[src/rtl/pcileech_tlps128_pkg.sv]
// Shared types for the 128-bit TLP receive buffer: the stored entry layout,
// the filter FSM states and the DW-lane last-marker helper.
package pcileech_tlps128_pkg;

  // One buffered beat: 128 data bits plus per-DW valid/first/last markers.
  typedef struct packed {
    logic [127:0] data;
    logic [3:0]   valid;
    logic [3:0]   first;
    logic [3:0]   last;
  } tlps128_entry_t;

  // Filter FSM: waiting for a TLP start, forwarding a TLP, or discarding one.
  typedef enum logic [1:0] {
    RXF_IDLE = 2'd0,
    RXF_PASS = 2'd1,
    RXF_DROP = 2'd2
  } tlps128_rxf_state_t;

  // Marks the highest kept DW of a beat as the TLP's last DW when tlast is set.
  function automatic logic [3:0] tlps128_last_mask(input logic [3:0] keepdw,
                                                   input logic       tlast);
    logic [3:0] mask;
    mask = 4'b0000;
    for (int i = 0; i < 4; i++) begin
      mask[i] = tlast && keepdw[i] && ((keepdw >> (i + 1)) == 4'b0000);
    end
    return mask;
  endfunction

endpackage

[src/rtl/pcileech_tlps128_rx_fifo_mem.sv]
// Simple dual-port entry storage with a registered read port. The read
// register doubles as the first-word-fall-through output stage.
module pcileech_tlps128_rx_fifo_mem
  import pcileech_tlps128_pkg::*;
#(
  parameter int DEPTH = 16,
  parameter int AW    = $clog2(DEPTH)
) (
  input  logic           clk,
  input  logic           wr_en,
  input  logic [AW-1:0]  wr_addr,
  input  tlps128_entry_t wr_data,
  input  logic [AW-1:0]  rd_addr,
  output tlps128_entry_t rd_data
);

  tlps128_entry_t mem [DEPTH];

  // Write the incoming entry and register the entry at the look-ahead read address.
  always_ff @(posedge clk) begin
    if (wr_en) begin
      mem[wr_addr] <= wr_data;
    end
    rd_data <= mem[rd_addr];
  end

endmodule

[src/rtl/pcileech_tlps128_rx_fifo.sv]
// Receive-side TLP buffer: filters whole TLPs, stores accepted 128-bit beats
// in a first-word-fall-through buffer and presents them as four DW lanes.
module pcileech_tlps128_rx_fifo
  import pcileech_tlps128_pkg::*;
#(
  parameter int DEPTH = 16
) (
  input  logic         clk,
  input  logic         rst_n,
  input  logic [127:0] tlps_in_tdata,
  input  logic [3:0]   tlps_in_tkeepdw,
  input  logic         tlps_in_tvalid,
  input  logic         tlps_in_tlast,
  input  logic [8:0]   tlps_in_tuser,
  output logic         tlps_in_tready,
  input  logic         alltlp_filter,
  output logic [31:0]  rx_data  [4],
  output logic         rx_first [4],
  output logic         rx_last  [4],
  output logic         rx_valid [4],
  input  logic         rx_rd_en,
  output logic [15:0]  cnt_tlp,
  output logic [15:0]  cnt_drop,
  output logic [15:0]  cnt_orphan
);

  localparam int AW = $clog2(DEPTH);
  localparam int CW = AW + 1;

  tlps128_rxf_state_t state, state_nxt;
  logic [CW-1:0]      count;
  logic [AW-1:0]      wr_ptr, rd_ptr, rd_addr;
  logic               head_valid;
  tlps128_entry_t     wr_entry, head_entry;
  logic               beat_fire, beat_first, beat_empty;
  logic               wr_req, push, pop;
  logic               inc_tlp, inc_drop, inc_orphan_idle, orphan_hit;
  logic               unused_tuser;

  assign unused_tuser = ^tlps_in_tuser[8:1];

  // In DROP beats are discarded, so only buffer space can stall the stream.
  assign tlps_in_tready = rst_n && ((state == RXF_DROP) || (count < CW'(DEPTH)));
  assign beat_fire      = tlps_in_tvalid && tlps_in_tready;
  assign beat_first     = tlps_in_tuser[0];
  assign beat_empty     = (tlps_in_tkeepdw == 4'b0000);

  // A beat with no kept DWs is swallowed as an orphan instead of being stored.
  assign push       = wr_req && !beat_empty;
  assign orphan_hit = inc_orphan_idle || (wr_req && beat_empty);

  // Popping is gated on a visible head so a just-written, not yet presented
  // entry can never be consumed unseen; head_valid implies count > 0.
  assign pop     = rx_rd_en && head_valid;
  assign rd_addr = rd_ptr + AW'(pop);

  assign wr_entry.data  = tlps_in_tdata;
  assign wr_entry.valid = tlps_in_tkeepdw;
  assign wr_entry.first = {3'b000, beat_first};
  assign wr_entry.last  = tlps128_last_mask(tlps_in_tkeepdw, tlps_in_tlast);

  pcileech_tlps128_rx_fifo_mem #(
    .DEPTH (DEPTH),
    .AW    (AW)
  ) u_mem (
    .clk     (clk),
    .wr_en   (push),
    .wr_addr (wr_ptr),
    .wr_data (wr_entry),
    .rd_addr (rd_addr),
    .rd_data (head_entry)
  );

  // Filter FSM next state and per-beat actions for each accepted beat.
  always_comb begin
    state_nxt       = state;
    wr_req          = 1'b0;
    inc_tlp         = 1'b0;
    inc_drop        = 1'b0;
    inc_orphan_idle = 1'b0;
    if (beat_fire) begin
      case (state)
        RXF_IDLE: begin
          if (beat_first) begin
            if (alltlp_filter) begin
              if (tlps_in_tlast) inc_drop  = 1'b1;
              else               state_nxt = RXF_DROP;
            end else begin
              wr_req = 1'b1;
              if (tlps_in_tlast) inc_tlp   = 1'b1;
              else               state_nxt = RXF_PASS;
            end
          end else begin
            inc_orphan_idle = 1'b1;
          end
        end
        RXF_PASS: begin
          wr_req = 1'b1;
          if (tlps_in_tlast) begin
            inc_tlp   = 1'b1;
            state_nxt = RXF_IDLE;
          end
        end
        RXF_DROP: begin
          if (tlps_in_tlast) begin
            inc_drop  = 1'b1;
            state_nxt = RXF_IDLE;
          end
        end
        default: state_nxt = RXF_IDLE;
      endcase
    end
  end

  // Filter FSM state register.
  always_ff @(posedge clk) begin
    if (!rst_n) state <= RXF_IDLE;
    else        state <= state_nxt;
  end

  // Buffer pointers, occupancy and head-valid flag; push and pop may coincide.
  always_ff @(posedge clk) begin
    if (!rst_n) begin
      wr_ptr     <= '0;
      rd_ptr     <= '0;
      count      <= '0;
      head_valid <= 1'b0;
    end else begin
      if (push) wr_ptr <= wr_ptr + 1'b1;
      if (pop)  rd_ptr <= rd_ptr + 1'b1;
      case ({push, pop})
        2'b10:   count <= count + 1'b1;
        2'b01:   count <= count - 1'b1;
        default: count <= count;
      endcase
      head_valid <= (count - CW'(pop)) != '0;
    end
  end

  // Wrapping statistics counters.
  always_ff @(posedge clk) begin
    if (!rst_n) begin
      cnt_tlp    <= 16'd0;
      cnt_drop   <= 16'd0;
      cnt_orphan <= 16'd0;
    end else begin
      if (inc_tlp)    cnt_tlp    <= cnt_tlp + 16'd1;
      if (inc_drop)   cnt_drop   <= cnt_drop + 16'd1;
      if (orphan_hit) cnt_orphan <= cnt_orphan + 16'd1;
    end
  end

  // Split the head entry into DW lanes; markers are held low while in reset.
  always_comb begin
    for (int i = 0; i < 4; i++) begin
      rx_data[i]  = head_entry.data[32*i +: 32];
      rx_valid[i] = rst_n && head_valid && head_entry.valid[i];
      rx_first[i] = rst_n && head_valid && head_entry.first[i];
      rx_last[i]  = rst_n && head_valid && head_entry.last[i];
    end
  end

endmodule

[config.mk]
export PLATFORM = sky130hd
export DESIGN_NAME = pcileech_tlps128_rx_fifo
export DESIGN_NICKNAME = d
export VERILOG_FILES = /design/src/rtl/pcileech_tlps128_pkg.sv /design/src/rtl/pcileech_tlps128_rx_fifo_mem.sv /design/src/rtl/pcileech_tlps128_rx_fifo.sv
export SDC_FILE = /design/constraint.sdc
export NUM_CORES = 2
export LEC_CHECK = 0
export ABC_AREA = 1
export CAP_MARGIN = 30
export CORE_UTILIZATION = 40
export DETAILED_ROUTE_END_ITERATION = 10
export DONT_BUFFER_PORTS = 1
export SLEW_MARGIN = 10
export SYNTH_ARGS = -nofsm -noshare
export SYNTH_HDL_FRONTEND = slang
export SYNTH_SLANG_ARGS = --single-unit
[constraint.sdc]
create_clock -name clk -period 11.3 [get_ports clk]
set_clock_uncertainty 0.05 [all_clocks]
set_input_delay 2.26 -clock clk [delete_from_list [all_inputs] [get_ports clk]]
set_output_delay 2.26 -clock clk [all_outputs]
set_load 0.005 [all_outputs]
==> impl_results.md <==
- Post-layout nets: 7399
- Vias in the first global route: ~55000
- Setup Fix Bufs, Post-CTS: 0
- Post-CTS Resized: 0
- Drt first pass iters: 7
- MaxCap Viol Count: 0
- Crit. End Element: register
- Die W: 486 microns
- Total Wirelength: 243000 microns
- Slew margin rel.: about an eighth
- Sw Ratio: between 20% and 30%
- Area grow syn2layout: 11.5%
- RSZ-0062 raised after global routing: false
- CP Data Arrival Time: 6.64 ns
- Status: complete, no violations
- H-tree depth: 5
- Worst setup SP type: input port
- Clk_lat worst skew: 0.93 ns
- Reg clk slew, reported paths: 0.06 ns
- DRT iter0 DRCs: between 5000 and 6000
- Core footprint: 233000 sq um
- Cells after Synth: 7462
- Logic pwr share: between 15 and 20%
- Distinct cells, synth: 30
- IO Pins: between 300 and 400
- Flop pwr share: 45.7%
- Initial Utilization: 40.2%
- Num CTS Buffers: around 280
- Kind of critical path: in2reg
- Slew Viols, Final: 0
- Die area: 236000 sq um
- Wire length of the first global-routing pass: 356000 microns
- PortBufs: 0
- Most frequent cells in the layout: 2192 x edfxtp_1, 1344 x nor2_1, 880 x o21ai_0, 874 x nand2_1, 503 x nand3_1
- Fin crit share: 52.0%
- Mapped cell area: 93700 sq um
- Pwr Density: 215 nW/um^2
- Peak VDD IR: 0.185 mV
- Die Span Y: around 500 microns
- Synthesized area per cell: 12.6 sq um
- Gr usage total: roughly 20%
- Longest Clk Path Bufs: 4
- Worst Tran Pin Value: between 1 and 1.5 ns
- Worst min path class: reg2reg
- Layout cell share with drive strength beyond 1: 6.48%
- CTS tree: yes
- WL/cell: 23.0 microns
- Placed Cells: 10079
- Count of hold-fix buffers inserted at cts: 0
- Period minus WS final: 5.87 ns
- # rows: 177
- Yosys warning count: 0
- Final setup violating endpoints: 0
- Leak pwr: 0.0343 uW
- Grt ovf: 0
- Clock sink total: 2393
- # DRC: 0
- Largest net degree at the start of global routing: 219
- Pint: around 16000 uW
- Psw: 6290 uW
- Via count: 56921
- Post-Layout Cell Count: 10568
- Final ANT Viol Nets: 0
- Setup TNS: 0 ns
- Sequential-to-total area share from yosys stat: 74.6%
- Worst path required time: around 12 ns
- Commonest non-fill, non-tap cell in the layout: edfxtp_1
- Clk network pwr share: between 30% and 40%
- DP HPWL: 110000 microns
- Fin. Hold Viols: 0
- DR vias/cell: 5.39
- Antenna violations before repair: 6
- Synthesis-stage register bit count: 2393
- Clock root cell: clkbuf_16
- CP max FO: 212
- Fmax: roughly 170 MHz
- Final Wtd Congestion: 0.761
synthesized netlist by cell type, drive strengths merged:
master	number	area, sq um
clkbuf	225	845
a21oi	85	425
o21bai	1	7.51
a31oi	3	18.8
inv	177	664
clkinv	1	3.75
nor3b	1	7.51
nor4	2	12.5
nand4	13	81.3
buf	374	2220
nand3b	5	37.5
nand3	503	2520
o211ai	437	3280
o21ai	923	4620
nor2	1360	5100
edfxtp	2192	65800
xor2	18	158
dfxtp	201	4020
nand2	874	3280
ha	19	238
nor3	6	30.0
conb	1	3.75
or2	1	6.26
o22ai	35	219
xnor2	5	43.8
worst paths after layout:
check                                start  depth (start not counted)           endpoint  slack [ns]
worst max-delay path              rx_rd_en                         11  u_mem.rd_data[59]        5.43
worst min-delay path             wr_ptr[3]                          2          wr_ptr[3]        0.46
worst min register to register   wr_ptr[3]                          2          wr_ptr[3]        0.46
worst max register to register  head_valid                         11  u_mem.rd_data[59]        6.45
final cells by class:
| class | count | area (sq um) |
|---|---|---|
| fill | 20566 | 128000 |
| sequential | 2393 | 69800 |
| multi-input combinational | 4294 | 20300 |
| clock buffer | 367 | 7580 |
| tap | 3132 | 3920 |
| timing repair buffer | 90 | 1150 |
| clock inverter | 112 | 983 |
| inverter | 178 | 698 |
| antenna | 2 | 5.00 |
per-stage QoR:
stage               instance area (sq um)  power [uW]  utilization, %  hold slack [ns]  setup slack (ns)
floorplan                           93700       13400               -            0.422              2.01
global placement                    95600       14000            41.1            0.437              4.62
detailed placement                  95700       14100            41.1            0.452              4.58
CTS                                104000       22600            44.8            0.464              5.54
global route                       104000       23400            44.9            0.478              5.17
finish                             104000       22400            44.9            0.464              5.43
metal layers:
| metal | track usage (%) | vias up | share of wire, % | routed length [microns] |
|---|---|---|---|---|
| li1 | - | 26219 | - | - |
| met1 | 26.6 | 28475 | 43 | 104000 |
| met2 | 33.0 | 1838 | 47 | 115000 |
| met3 | 4.36 | 387 | 7.1 | 17100 |
| met4 | 5.96 | 2 | 2.5 | 5970 |
| met5 | 0 | - | 0.0054 | 13 |
power by group through the flow:
stage / combinational [uW] / clock [uW] / sequential, uW
after detailed placement: 3660 / 0 / 10400
after floorplan: 3190 / 0 / 10200
after global routing: 4180 / 8990 / 10300
final: 3690 / 8490 / 10200
after CTS: 3670 / 8670 / 10300
after global placement: 3590 / 0 / 10400
registers in the layout, indices dropped and copies added (netlist names):
register	flops
u_mem.mem	2192
cnt_tlp	16
cnt_drop	16
u_mem.rd_data	137
count	5
wr_ptr	4
state	2
head_valid	1
cnt_orphan	16
rd_ptr	4
cells by family (layout without fill, tap and decap cells):
kind of cell               Yosys count  count (layout)  share of synthesized area, %
AOI/OAI and AO/OA                 1484            1484                          9.15
xor gates and xnor gates            23              23                         0.215
adders and majority gates           19              19                         0.254
buffers and inverters              777             747                          3.99
DFF                               2393            2393                          74.6
other                                1               5                       0.00400
and+or+nand+nor                   2765            2765                          11.8
critical path, cell delays in order:
cell and delay, ns:
nand2_1 0.09, inv_1 0.16, ha_4 0.21, ha_4 0.64, buf_12 0.77, buf_4 0.72
buf_4 0.79, o21ai_0 0.24, o211ai_1 0.23, nand3_1 0.10, nand2_1 0.21
No activity file was read; power rests on OpenSTA's default activity.
